## config.mk

```make
export PLATFORM = sky130hd
export DESIGN_NAME = img_frame_reader
export DESIGN_NICKNAME = d
export VERILOG_FILES = /design/src/rtl/img_frame_reader.sv
export SDC_FILE = /design/constraint.sdc
export NUM_CORES = 1
export LEC_CHECK = 0
export CAP_MARGIN = 20
export CELL_PAD_IN_SITES_DETAIL_PLACEMENT = 1
export CELL_PAD_IN_SITES_GLOBAL_PLACEMENT = 2
export CORE_ASPECT_RATIO = 1.25
export CORE_UTILIZATION = 31
export CTS_CLUSTER_DIAMETER = 200
export DETAILED_ROUTE_END_ITERATION = 12
export GPL_TIMING_DRIVEN = 0
export PLACE_DENSITY_LB_ADDON = 0.1
export SLEW_MARGIN = 20
export SYNTH_ARGS = -nofsm -noshare
export SYNTH_HDL_FRONTEND = slang
export SYNTH_SLANG_ARGS = --single-unit
```

## constraint.sdc

```tcl
create_clock -name clk -period 2.1 [get_ports clk]
set_clock_uncertainty 0.05 [all_clocks]
set_input_delay 0.315 -clock clk [delete_from_list [all_inputs] [get_ports clk]]
set_output_delay 0.315 -clock clk [all_outputs]
set_load 0.01 [all_outputs]
```

## src/rtl/img_frame_reader.sv

```systemverilog
// rtl/img_frame_reader.sv - sequential frame-buffer reader emitting a valid/ready pixel stream
// Tags (line end / frame end) are computed at read issue and travel with the returned data.
module img_frame_reader #(
  parameter int K_IMG_INPUT = 76800,
  parameter int K_H_SYNC    = 320,
  parameter int K_V_SYNC    = 240
) (
  input  logic        clk,
  input  logic        reset,
  input  logic        start,
  output logic [19:0] img_read_addr,
  output logic        img_rd_enb,
  input  logic [7:0]  img_read_data,
  output logic [7:0]  pix_data,
  output logic        pix_valid,
  input  logic        pix_ready,
  output logic        hsync,
  output logic        vsync,
  output logic        busy,
  output logic        done
);

  typedef enum logic [1:0] {IDLE, RUN, DRAIN, DONE} state_t;

  state_t      state, state_n;
  logic        start_d;
  logic        inflight, infl_h, infl_v;
  logic [15:0] hcnt, vcnt;
  logic        tail_valid, tail_h, tail_v;
  logic [7:0]  tail_data;

  logic        pop, start_edge, last_addr, h_tag, v_tag, rd_ok;
  logic [1:0]  occ;

  assign pop        = pix_valid && pix_ready;
  assign start_edge = start && !start_d;
  assign last_addr  = (img_read_addr == 20'(K_IMG_INPUT - 1));
  assign h_tag      = (hcnt == 16'(K_H_SYNC - 1));
  assign v_tag      = h_tag && (vcnt == 16'(K_V_SYNC - 1));
  assign occ        = {1'b0, pix_valid} + {1'b0, tail_valid};
  // Room check counts the slot freed by a same-cycle pop, so a full stream runs at one beat per cycle.
  assign rd_ok      = ({1'b0, occ} + {2'b0, inflight}) < (3'd2 + {2'b0, pop});

  always_ff @(posedge clk) begin
    if (reset) state <= IDLE;
    else       state <= state_n;
  end

  always_comb begin
    state_n    = state;
    img_rd_enb = 1'b0;
    busy       = 1'b0;
    done       = 1'b0;
    case (state)
      IDLE: if (start_edge) state_n = RUN;
      RUN: begin
        busy       = 1'b1;
        img_rd_enb = rd_ok;
        if (rd_ok && last_addr) state_n = DRAIN;
      end
      DRAIN: begin
        busy = 1'b1;
        if (pop && vsync) state_n = DONE;
      end
      DONE: begin
        done    = 1'b1;
        state_n = IDLE;
      end
      default: state_n = IDLE;
    endcase
  end

  always_ff @(posedge clk) begin
    if (reset) begin
      start_d       <= 1'b0;
      inflight      <= 1'b0;
      infl_h        <= 1'b0;
      infl_v        <= 1'b0;
      img_read_addr <= '0;
      hcnt          <= '0;
      vcnt          <= '0;
    end else begin
      start_d  <= start;
      inflight <= img_rd_enb;
      if (state == IDLE && start_edge) begin
        img_read_addr <= '0;
        hcnt          <= '0;
        vcnt          <= '0;
      end else if (img_rd_enb) begin
        infl_h <= h_tag;
        infl_v <= v_tag;
        if (!last_addr) img_read_addr <= img_read_addr + 20'd1;
        if (h_tag) begin
          hcnt <= '0;
          vcnt <= vcnt + 16'd1;
        end else begin
          hcnt <= hcnt + 16'd1;
        end
      end
    end
  end

  // Two-entry buffer: head drives the outputs directly, tail holds the second entry.
  always_ff @(posedge clk) begin
    if (reset) begin
      pix_valid  <= 1'b0;
      pix_data   <= '0;
      hsync      <= 1'b0;
      vsync      <= 1'b0;
      tail_valid <= 1'b0;
      tail_data  <= '0;
      tail_h     <= 1'b0;
      tail_v     <= 1'b0;
    end else if (pop) begin
      if (tail_valid) begin
        pix_data <= tail_data;
        hsync    <= tail_h;
        vsync    <= tail_v;
        if (inflight) begin
          tail_data <= img_read_data;
          tail_h    <= infl_h;
          tail_v    <= infl_v;
        end else begin
          tail_valid <= 1'b0;
        end
      end else if (inflight) begin
        pix_data <= img_read_data;
        hsync    <= infl_h;
        vsync    <= infl_v;
      end else begin
        pix_valid <= 1'b0;
      end
    end else if (inflight) begin
      if (!pix_valid) begin
        pix_valid <= 1'b1;
        pix_data  <= img_read_data;
        hsync     <= infl_h;
        vsync     <= infl_v;
      end else begin
        tail_valid <= 1'b1;
        tail_data  <= img_read_data;
        tail_h     <= infl_h;
        tail_v     <= infl_v;
      end
    end
  end

endmodule

```

Word level (Yosys, flattened, before mapping)
Cells that the tools add are included.
{ "classes": {"order_cmp": 1, "eq_ne": 14, "n_mux": 44, "bitwise_logic": 2, "reduce_logical": 21, "add_sub_neg": 6} }
{ "op_table": {"columns": ["cell", "n"], "rows": [
  ["8-bit two-way mux", 9],
  ["16-bit by 1-bit adder with 16-bit output, second input constant", 2],
  ["1-bit two-way mux", 30],
  ["20-bit by 1-bit adder with 20-bit output, second input constant", 1],
  ["20-bit by 17-bit equality test with 1-bit output, second input constant", 1],
  ["16-bit by 8-bit equality test with 1-bit output, second input constant", 1],
  ["16-bit by 9-bit equality test with 1-bit output, second input constant", 1],
  ["16-bit two-way mux", 1],
  ["2-bit inequality test, second input constant", 7],
  ["3-bit AND reduction", 3],
  ["2-bit case mux with 4 select lines", 1],
  ["2-bit AND reduction", 4],
  ["1-bit logical AND", 6],
  ["2-bit two-way mux", 3],
  ["2-bit nonzero test", 3],
  ["2-bit equality test, second input constant", 2],
  ["4-bit AND reduction", 1],
  ["2-bit OR reduction", 2],
  ["2-bit by 1-bit adder with 3-bit output", 1],
  ["2-bit by 1-bit adder with 3-bit output, first input constant", 1],
  ["3-bit < comparator", 1],
  ["1-bit by 1-bit adder with 2-bit output", 1],
  ["2-bit by 1-bit equality test with 1-bit output, second input constant", 1],
  ["2-bit zero test", 1],
  ["other kinds (3)", 4]
]} }
{ "totals": {"ff_bits": 80, "output_inout_bits": 34, "input_bits": 12, "elab_cells": 104} }

Longest topological paths before layout
Gate-level depths: netlist of the first run.
{ "depth": {"ltp_word": 6, "mapped_depth": 8, "ltp_nobuf": 7} }

Worst setup path after synthesis of the first run
OpenSTA, ideal clock, no wires.
{ "synth_path": {"path_kind": "reg-to-reg", "from": "register pix_valid", "to": "register img_read_addr[11]", "setup_slack_ns": -0.124, "required_ns": 1.980, "period_less_slack_ns": 2.224, "path_buffers": 0, "t_arrival_ns": 2.103, "path_stages_with_launch": 6, "setup_ns": 0.070, "path_cell_list": "dfxtp_1 fa_1 nand3b_1 a2111oi_2 or4b_1 a21oi_1"} }
{ "synth_between": {"elab_chain_cells": 5, "word_cells_on_any_way": 7, "classes_between": "add/sub (3); order compare (1); mux (1); reduce/logical (2)"} }
{ "synth_lines": {"columns": ["item", "line_no", "text"], "rows": [
  ["start: declaration", "15", "output logic pix_valid,"],
  ["start signal: assignment", "106", "pix_valid <= 1'b0;"],
  ["start signal: assignment", "131", "pix_valid <= 1'b0;"],
  ["start signal: assignment", "135", "pix_valid <= 1'b1;"],
  ["1-bit by 1-bit adder with 2-bit output / 1-bit logical AND (equally long branches)", "40, 35", null],
  ["2-bit by 1-bit adder with 3-bit output", "42", "assign rd_ok = ({1'b0, occ} + {2'b0, inflight}) < (3'd2 + {2'b0, pop});"],
  ["3-bit < comparator *", "42", null],
  ["1-bit two-way mux *", "54", "case (state)"],
  ["2-bit AND reduction (no line) *", null, null],
  ["end signal: assignment", "92", "if (!last_addr) img_read_addr <= img_read_addr + 20'd1;"],
  ["end: declaration", "11", "output logic [19:0] img_read_addr,"]
]} }
Every way passes the cells marked *; elsewhere a longest branch is shown, timed or not.
A chain may end at the register's enable or synchronous reset.

Worst setup path after layout of the first run
{ "layout_path": {"from": "register inflight", "to": "register img_read_addr[18]"} }
{ "layout_between": {"elab_chain_cells": 4} }
{ "layout_lines": {"columns": ["item", "line_no", "text"], "rows": [
  ["start: declaration", "27", "logic inflight, infl_h, infl_v;"],
  ["start signal: assignment", "84", "inflight <= img_rd_enb;"],
  ["2-bit by 1-bit adder with 3-bit output", "42", null],
  ["3-bit < comparator", "42", null],
  ["1-bit two-way mux", "54", null],
  ["2-bit AND reduction (no line)", null, null]
]} }
Every way passes these cells.

==> results of run 1 <==
cells in the mapped netlist (all sizes together), types with 10 or more instances:
| cell type | number |
|---|---|
| a211oi | 16 |
| a21oi | 36 |
| buf | 11 |
| clkbuf | 19 |
| dfxtp | 80 |
| inv | 10 |
| mux2i | 37 |
| nand2 | 30 |
| nand3 | 21 |
| nand4 | 13 |
| nor2 | 43 |
| nor4 | 11 |
| o21ai | 14 |
| o31ai | 14 |
| or3 | 27 |
| or4 | 14 |
critical path, stage by stage, from the launching register on:
cell and delay, ns:
dfxtp_4 0.35, fa_2 0.56, and4b_2 0.26, buf_6 0.13, o211ai_1 0.33, buf_4 0.26
nor4_4 0.05, mux2_4 0.29
flip-flops by register name, summed over array words and instances (netlist names):
| signal | cells |
|---|---|
| pix_valid | 1 |
| vcnt | 16 |
| pix_data | 8 |
| infl_h | 1 |
| vsync | 1 |
| inflight | 1 |
| tail_data | 8 |
| tail_v | 1 |
| start_d | 1 |
| tail_valid | 1 |
| state | 2 |
| img_read_addr | 20 |
| hcnt | 16 |
| tail_h | 1 |
| hsync | 1 |
| infl_v | 1 |
final timing paths:
check	from	endpoint	slack, ns	cells past startpoint
worst min-delay path	vcnt[6]	vcnt[6]	0.44	2
worst min register to register	vcnt[6]	vcnt[6]	0.44	2
worst max register to register	inflight	img_read_addr[18]	-0.30	7
worst max-delay path	inflight	img_read_addr[18]	-0.30	7
power by group through the flow:
| stage | Clock, mW | Sequential [mW] | Combinational (mW) |
|---|---|---|---|
| floorplan | 0 | 1.73 | 0.563 |
| global placement | 0 | 1.72 | 0.953 |
| detailed placement | 0 | 1.72 | 0.970 |
| CTS | 1.77 | 1.68 | 1.10 |
| global route | 1.82 | 1.70 | 1.25 |
| finish | 1.72 | 1.69 | 1.15 |
metrics by stage:
step	std cells	hold WS (ns)
3_5_place_dp	691	0.4192
4_1_cts	726	0.4286
3_3_place_gp	691	0.4088
6_report	732	0.4413
5_1_grt	732	0.4691
2_1_floorplan	475	0.3932
area by class of cell:
cell class	instances	area share
clock buffers	9	0.03861
clock inverters	7	0.01630
plain buffers	28	0.03346
well taps	171	0.03668
inverters	10	0.006864
multi-input cells	355	0.4719
repair buffers	72	0.1195
flip-flops and latches	80	0.2767
what timing repair did:
action,in CTS,in global routing
pin swaps,42,21
cloned,3,1
endpoints found under the setup margin,57,56
resized for setup,78,41
hold buffers,0,0
buffers inserted,17,6
kinds of logic after synthesis:
family	Yosys count	share of synthesized area
adders and majority gates	9	0.02884
DFF	80	0.3845
AOI/OAI and AO/OA	101	0.1652
muxes	38	0.09252
xor gates and xnor gates	7	0.01472
buffers and inverters	40	0.04356
and+or+nand+nor	200	0.2706
metal layers:
layer  GRT usage  wire length [um]  vias up
met3     0.02877               312        9
li1            -                 -     1955
met2      0.3522              6879       40
met1      0.2365              5697     1929
met5           0                 0        -
met4     0.05401               140        0
==> summary.md, run 1 <==
| Metric | Value |
|---|---|
| Status | `finished, violations left` |
| Failing checks | `setup timing` |
| Final WL | `13.03 mm` |
| H-tree depth | `3` |
| Die ar. | `13910 um^2` |
| Wire length per cell | `17.80 um` |
| Starting Density | `0.3162` |
| DP Wirelength | `8.878 mm` |
| Yosys reg bits | `80` |
| Crit Path Class | `reg2reg` |
| Most common cell after layout, fill and taps aside | `dfxtp_1` |
| First-pass GRT wire length | `21.66 mm` |
| PwrDens | `780.2 nW/um^2` |
| CP required | `2.28 ns` |
| Unrepaired setup endpoints after global routing | `true` |
| Area leader, netlist | `dfxtp_1` |
| Initial antenna violation count | `0` |
| Fin crit share | `1.142` |
| Finish-stage setup viols | `46` |
| Filler cell count | `1538` |
| Via count | `3933` |
| Slew HR | `0.4707` |
| Buffers on Ports | `45` |
| Top_reg_cell synth | `dfxtp_1` |
| Final instance area | `5833 um^2` |
| Layout cell share with drive strength beyond 1 | `0.2478` |
| Crit end category | `flop` |
| Root buf cell | `clkbuf_16` |
| Syn Area/Cell | `8.769 um^2` |
| Leakage | `2.009 nW` |
| Clock sinks | `80` |
| Number of global-route vias before repair | `4152` |
| Worst-Skew Late Latency | `0.34 ns` |
| Register share of total power | `0.370` |
| Vias per cell | `5.373` |
| Setup TNS | `-9.793 ns` |
| Synth async-reset ratio | `0` |
| Clock Path Buffers | `2` |
| Least-Margin Pin Slew | `0.7910 ns` |
| Worst-path clk slew | `0.06 ns` |
| EDFF count, synth | `0` |
| DIE HEIGHT | `131.6 um` |
| Final Max Tran Viols | `0` |
| Die width | `105.7 um` |
| CTS tree | `built` |
| Post-route ant nets | `0` |
| Dominant cells by area after synthesis | `dfxtp_1 38%, mux2i_1 8.9%, a21oi_1 4.2%, or3_1 4.1%, nor2_1 3.9%` |
| FF+latch area | `1614 um^2` |
| Util after Layout | `0.4428` |
| Area of the multi-input gates | `2753 um^2` |
| Row count | `47` |
| Crit path DAT | `2.57 ns` |
| Top cell type's share of synthesized area | `0.3845` |
| Endpoints failing hold | `0` |
| P&R area growth vs syn | `40.04%` |
| Nets | `577` |
| Overall routing resource usage | `0.1948` |
| Critical path startpoint category | `flop` |
| Max Fclk | `416.8 MHz` |
| Max IR drop VDD | `472.6 uV` |
| Mapped Nets | `496` |
| HP Class | `reg2reg` |
| Most frequent cells in the layout | `76 x dfxtp_1, 44 x clkdlybuf4s50_1, 37 x mux2i_1, 36 x nor2_1, 30 x nand2_1` |
| Largest net degree at the start of global routing | `15` |
| GPL Wtd Cong | `0.7602` |
| Final worst slack | `-0.2992 ns` |
| Fin crit period | `2.399 ns` |
| GRT overflow | `0` |
| Ports | `46` |
| Synth Cell Area | `4165 um^2` |
| DR pass1 iterations | `7` |
| Synth Warn # | `0` |
| Area after DPL | `4883 um^2` |
| Dpl ws | `-0.6822 ns` |
| Pint | `3.172 mW` |
| Diodes inserted | `0` |
| Drt initial violations | `112` |
| Core ar. | `13170 um^2` |
| Critical path peak fanout | `9` |
| Net Sw Power | `1.380 mW` |
| Number of CTS-inserted buffers | `9` |
| Final Power | `4.551 mW` |
| Combinational share of power | `0.252` |
| Post-synthesis cell count | `475` |
| Synth unique cells | `56` |
| Max_cap viols | `0` |
| DRC | `0` |
| Sequential area share after synthesis | `0.3845` |
| Clock power share | `0.377` |
| Net Sw Frac | `0.3031` |
Note: power is estimated with default switching activity, not from simulation.
==> run 2, diff against run 1 <==
==> constraint.sdc (replaced) <==
create_clock -name clk -period 2.1 [get_ports clk]
set_clock_uncertainty 0.05 [all_clocks]
set_input_delay 0.42 -clock clk [delete_from_list [all_inputs] [get_ports clk]]
set_output_delay 0.42 -clock clk [all_outputs]
set_load 0.01 [all_outputs]
==> summary.md, run 2 (same netlist as run 1, synthesis figures left out) <==
| Metric | Value |
|---|---|
| DIE HEIGHT | `131.6 um` |
| Drt initial violations | `134` |
| Largest net degree at the start of global routing | `15` |
| Clock power share | `0.370` |
| Crit end category | `flop` |
| Post-route ant nets | `0` |
| Final worst slack | `-0.3247 ns` |
| Wire length per cell | `18.16 um` |
| Max IR drop VDD | `465.8 uV` |
| Crit Path Class | `reg2reg` |
| Buffers on Ports | `45` |
| Least-Margin Pin Slew | `0.6965 ns` |
| Finish-stage setup viols | `53` |
| Area after DPL | `4883 um^2` |
| Combinational share of power | `0.266` |
| Worst-path clk slew | `0.06 ns` |
| Starting Density | `0.3162` |
| Status | `finished, violations left` |
| Overall routing resource usage | `0.1929` |
| Critical path startpoint category | `flop` |
| Diodes inserted | `0` |
| Pint | `3.219 mW` |
| First-pass GRT wire length | `21.54 mm` |
| Failing checks | `setup timing` |
| Worst path slowest cell | `fa_2` |
| Nets | `579` |
| Net Sw Frac | `0.3048` |
| CP required | `2.28 ns` |
| DP Wirelength | `8.878 mm` |
| Root buf cell | `clkbuf_16` |
| Fin crit share | `1.155` |
| Max_cap viols | `0` |
| Delay-heaviest family, CP | `adder cells` |
| Final instance area | `5868 um^2` |
| DR pass1 iterations | `4` |
| Filler cell count | `1535` |
| Clock sinks | `80` |
| Final std cells w/o fill | `734` |
| Clock Path Buffers | `2` |
| P&R area growth vs syn | `40.88%` |
| CTS tree | `built` |
| Slew HR | `0.5344` |
| Register share of total power | `0.364` |
| Unrepaired setup endpoints after global routing | `true` |
| Row count | `47` |
| PwrDens | `789.1 nW/um^2` |
| Crit path DAT | `2.60 ns` |
| Net Sw Power | `1.412 mW` |
| Core ar. | `13170 um^2` |
| Min Hold Slack | `0.4378 ns` |
| Worst path max stage delay | `0.56 ns` |
| Leakage | `2.001 nW` |
| Vias per cell | `5.425` |
| Most frequent cells in the layout | `75 x dfxtp_1, 43 x clkdlybuf4s50_1, 37 x mux2i_1, 35 x nor2_1, 30 x nand2_1` |
| Critical-path cell list | `fa_2 > and4b_2 > buf_6 > o211ai_1 > buf_4 > nor4_4 > mux2_4` |
| Worst-Skew Late Latency | `0.34 ns` |
| CP bufs+invs | `2` |
| Layout cell share with drive strength beyond 1 | `0.2540` |
| H-tree depth | `3` |
| Max Fclk | `412.4 MHz` |
| Via count | `3982` |
| Initial antenna violation count | `0` |
| Final Max Tran Viols | `0` |
| Placed cells | `691` |
| GRT overflow | `0` |
| Die ar. | `13910 um^2` |
| Most common cell after layout, fill and taps aside | `dfxtp_1` |
| Final WL | `13.33 mm` |
| Critical path peak fanout | `5` |
| Leading registers by flop count | `img_read_addr (20), hcnt (16), vcnt (16)` |
| GPL Wtd Cong | `0.7602` |
| Ports | `46` |
| Largest Register | `img_read_addr` |
| Endpoints failing hold | `0` |
| HP Class | `reg2reg` |
| Fin crit period | `2.425 ns` |
| Number of CTS-inserted buffers | `9` |
| Number of global-route vias before repair | `4169` |
| Die width | `105.7 um` |
| DRC | `0` |
| Largest register FFs | `20` |
-- run 2: cell types whose count changed in the layout (fill, tap and decap cells not counted), sizes merged --
cell / change
buf: +3
clkbuf: -1
dlygate4sd2: +1
clkdlybuf4s50: -1
-- run 2: what timing repair did --
item / in CTS / in global routing
buffers inserted: 17 / 9
gates resized for setup: 63 / 62
hold buffers: 0 / 0
setup endpoints to repair: 58 / 59
cloned: 2 / 2
pin swaps: 35 / 21
-- run 2: through the flow --
| stage | setup slack [ns] | power, mW | util | setup TNS [ns] |
|---|---|---|---|---|
| after floorplan | -0.02045 | 2.291 | - | -0.1371 |
| after global placement | -0.7673 | 2.670 | 0.3707 | -35.49 |
| after detailed placement | -0.7872 | 2.691 | 0.3707 | -37.87 |
| after CTS | -0.3049 | 4.535 | 0.4200 | -8.817 |
| after global routing | -0.3981 | 4.856 | 0.4455 | -14.74 |
| final | -0.3247 | 4.630 | 0.4455 | -10.05 |
-- run 2: area by class of cell --
type                            instances  area [um^2]  share of cell area
Timing Repair Buffer                   75        713.2              0.1215
Multi-Input combinational cell        355         2779              0.4736
Tap cell                              171        214.0             0.03646
Inverter                               10        40.04            0.006823
Clock buffer                            9        225.2             0.03838
Clock inverter                          7        95.09             0.01620
Buffer                                 27        188.9             0.03220
Sequential cell                        80         1613              0.2748
-- run 2: final timing paths --
check                               start  slack (ns)  cells past startpoint                 to
worst min register to register    vcnt[6]        0.44                      2            vcnt[6]
worst max register to register  pix_valid       -0.32                      7  img_read_addr[18]
worst max-delay path            pix_valid       -0.32                      7  img_read_addr[18]
worst min-delay path              vcnt[6]        0.44                      2            vcnt[6]
-- run 2: tightest hold or removal path: stages (launching register included) --
cell	delay, ns
dfxtp_1	0.33
nand2_1	0.06
mux2i_1	0.05
-- run 2: routing by layer --
metal  up-vias  global-route usage  wire length (um)
met5         -                   0                 0
met4         0             0.05093               160
met3        14             0.02927               233
met2        33              0.3475              6986
met1      1981              0.2360              5950
li1       1954                   -                 -
-- run 2: power by group through the flow --
stage          Clock [mW]  Combinational, mW  Sequential, mW
5_1_grt              1.82               1.34            1.70
6_report             1.71               1.23            1.69
4_1_cts              1.77               1.08            1.69
2_1_floorplan           0              0.563            1.73
3_5_place_dp            0              0.970            1.72
3_3_place_gp            0              0.953            1.72
==> run 3, diff against run 2 <==
ABC_AREA = 0   (was unset)
==> results of run 3 <==
The final DEF is identical to that of run 2; final timing and power are the same.
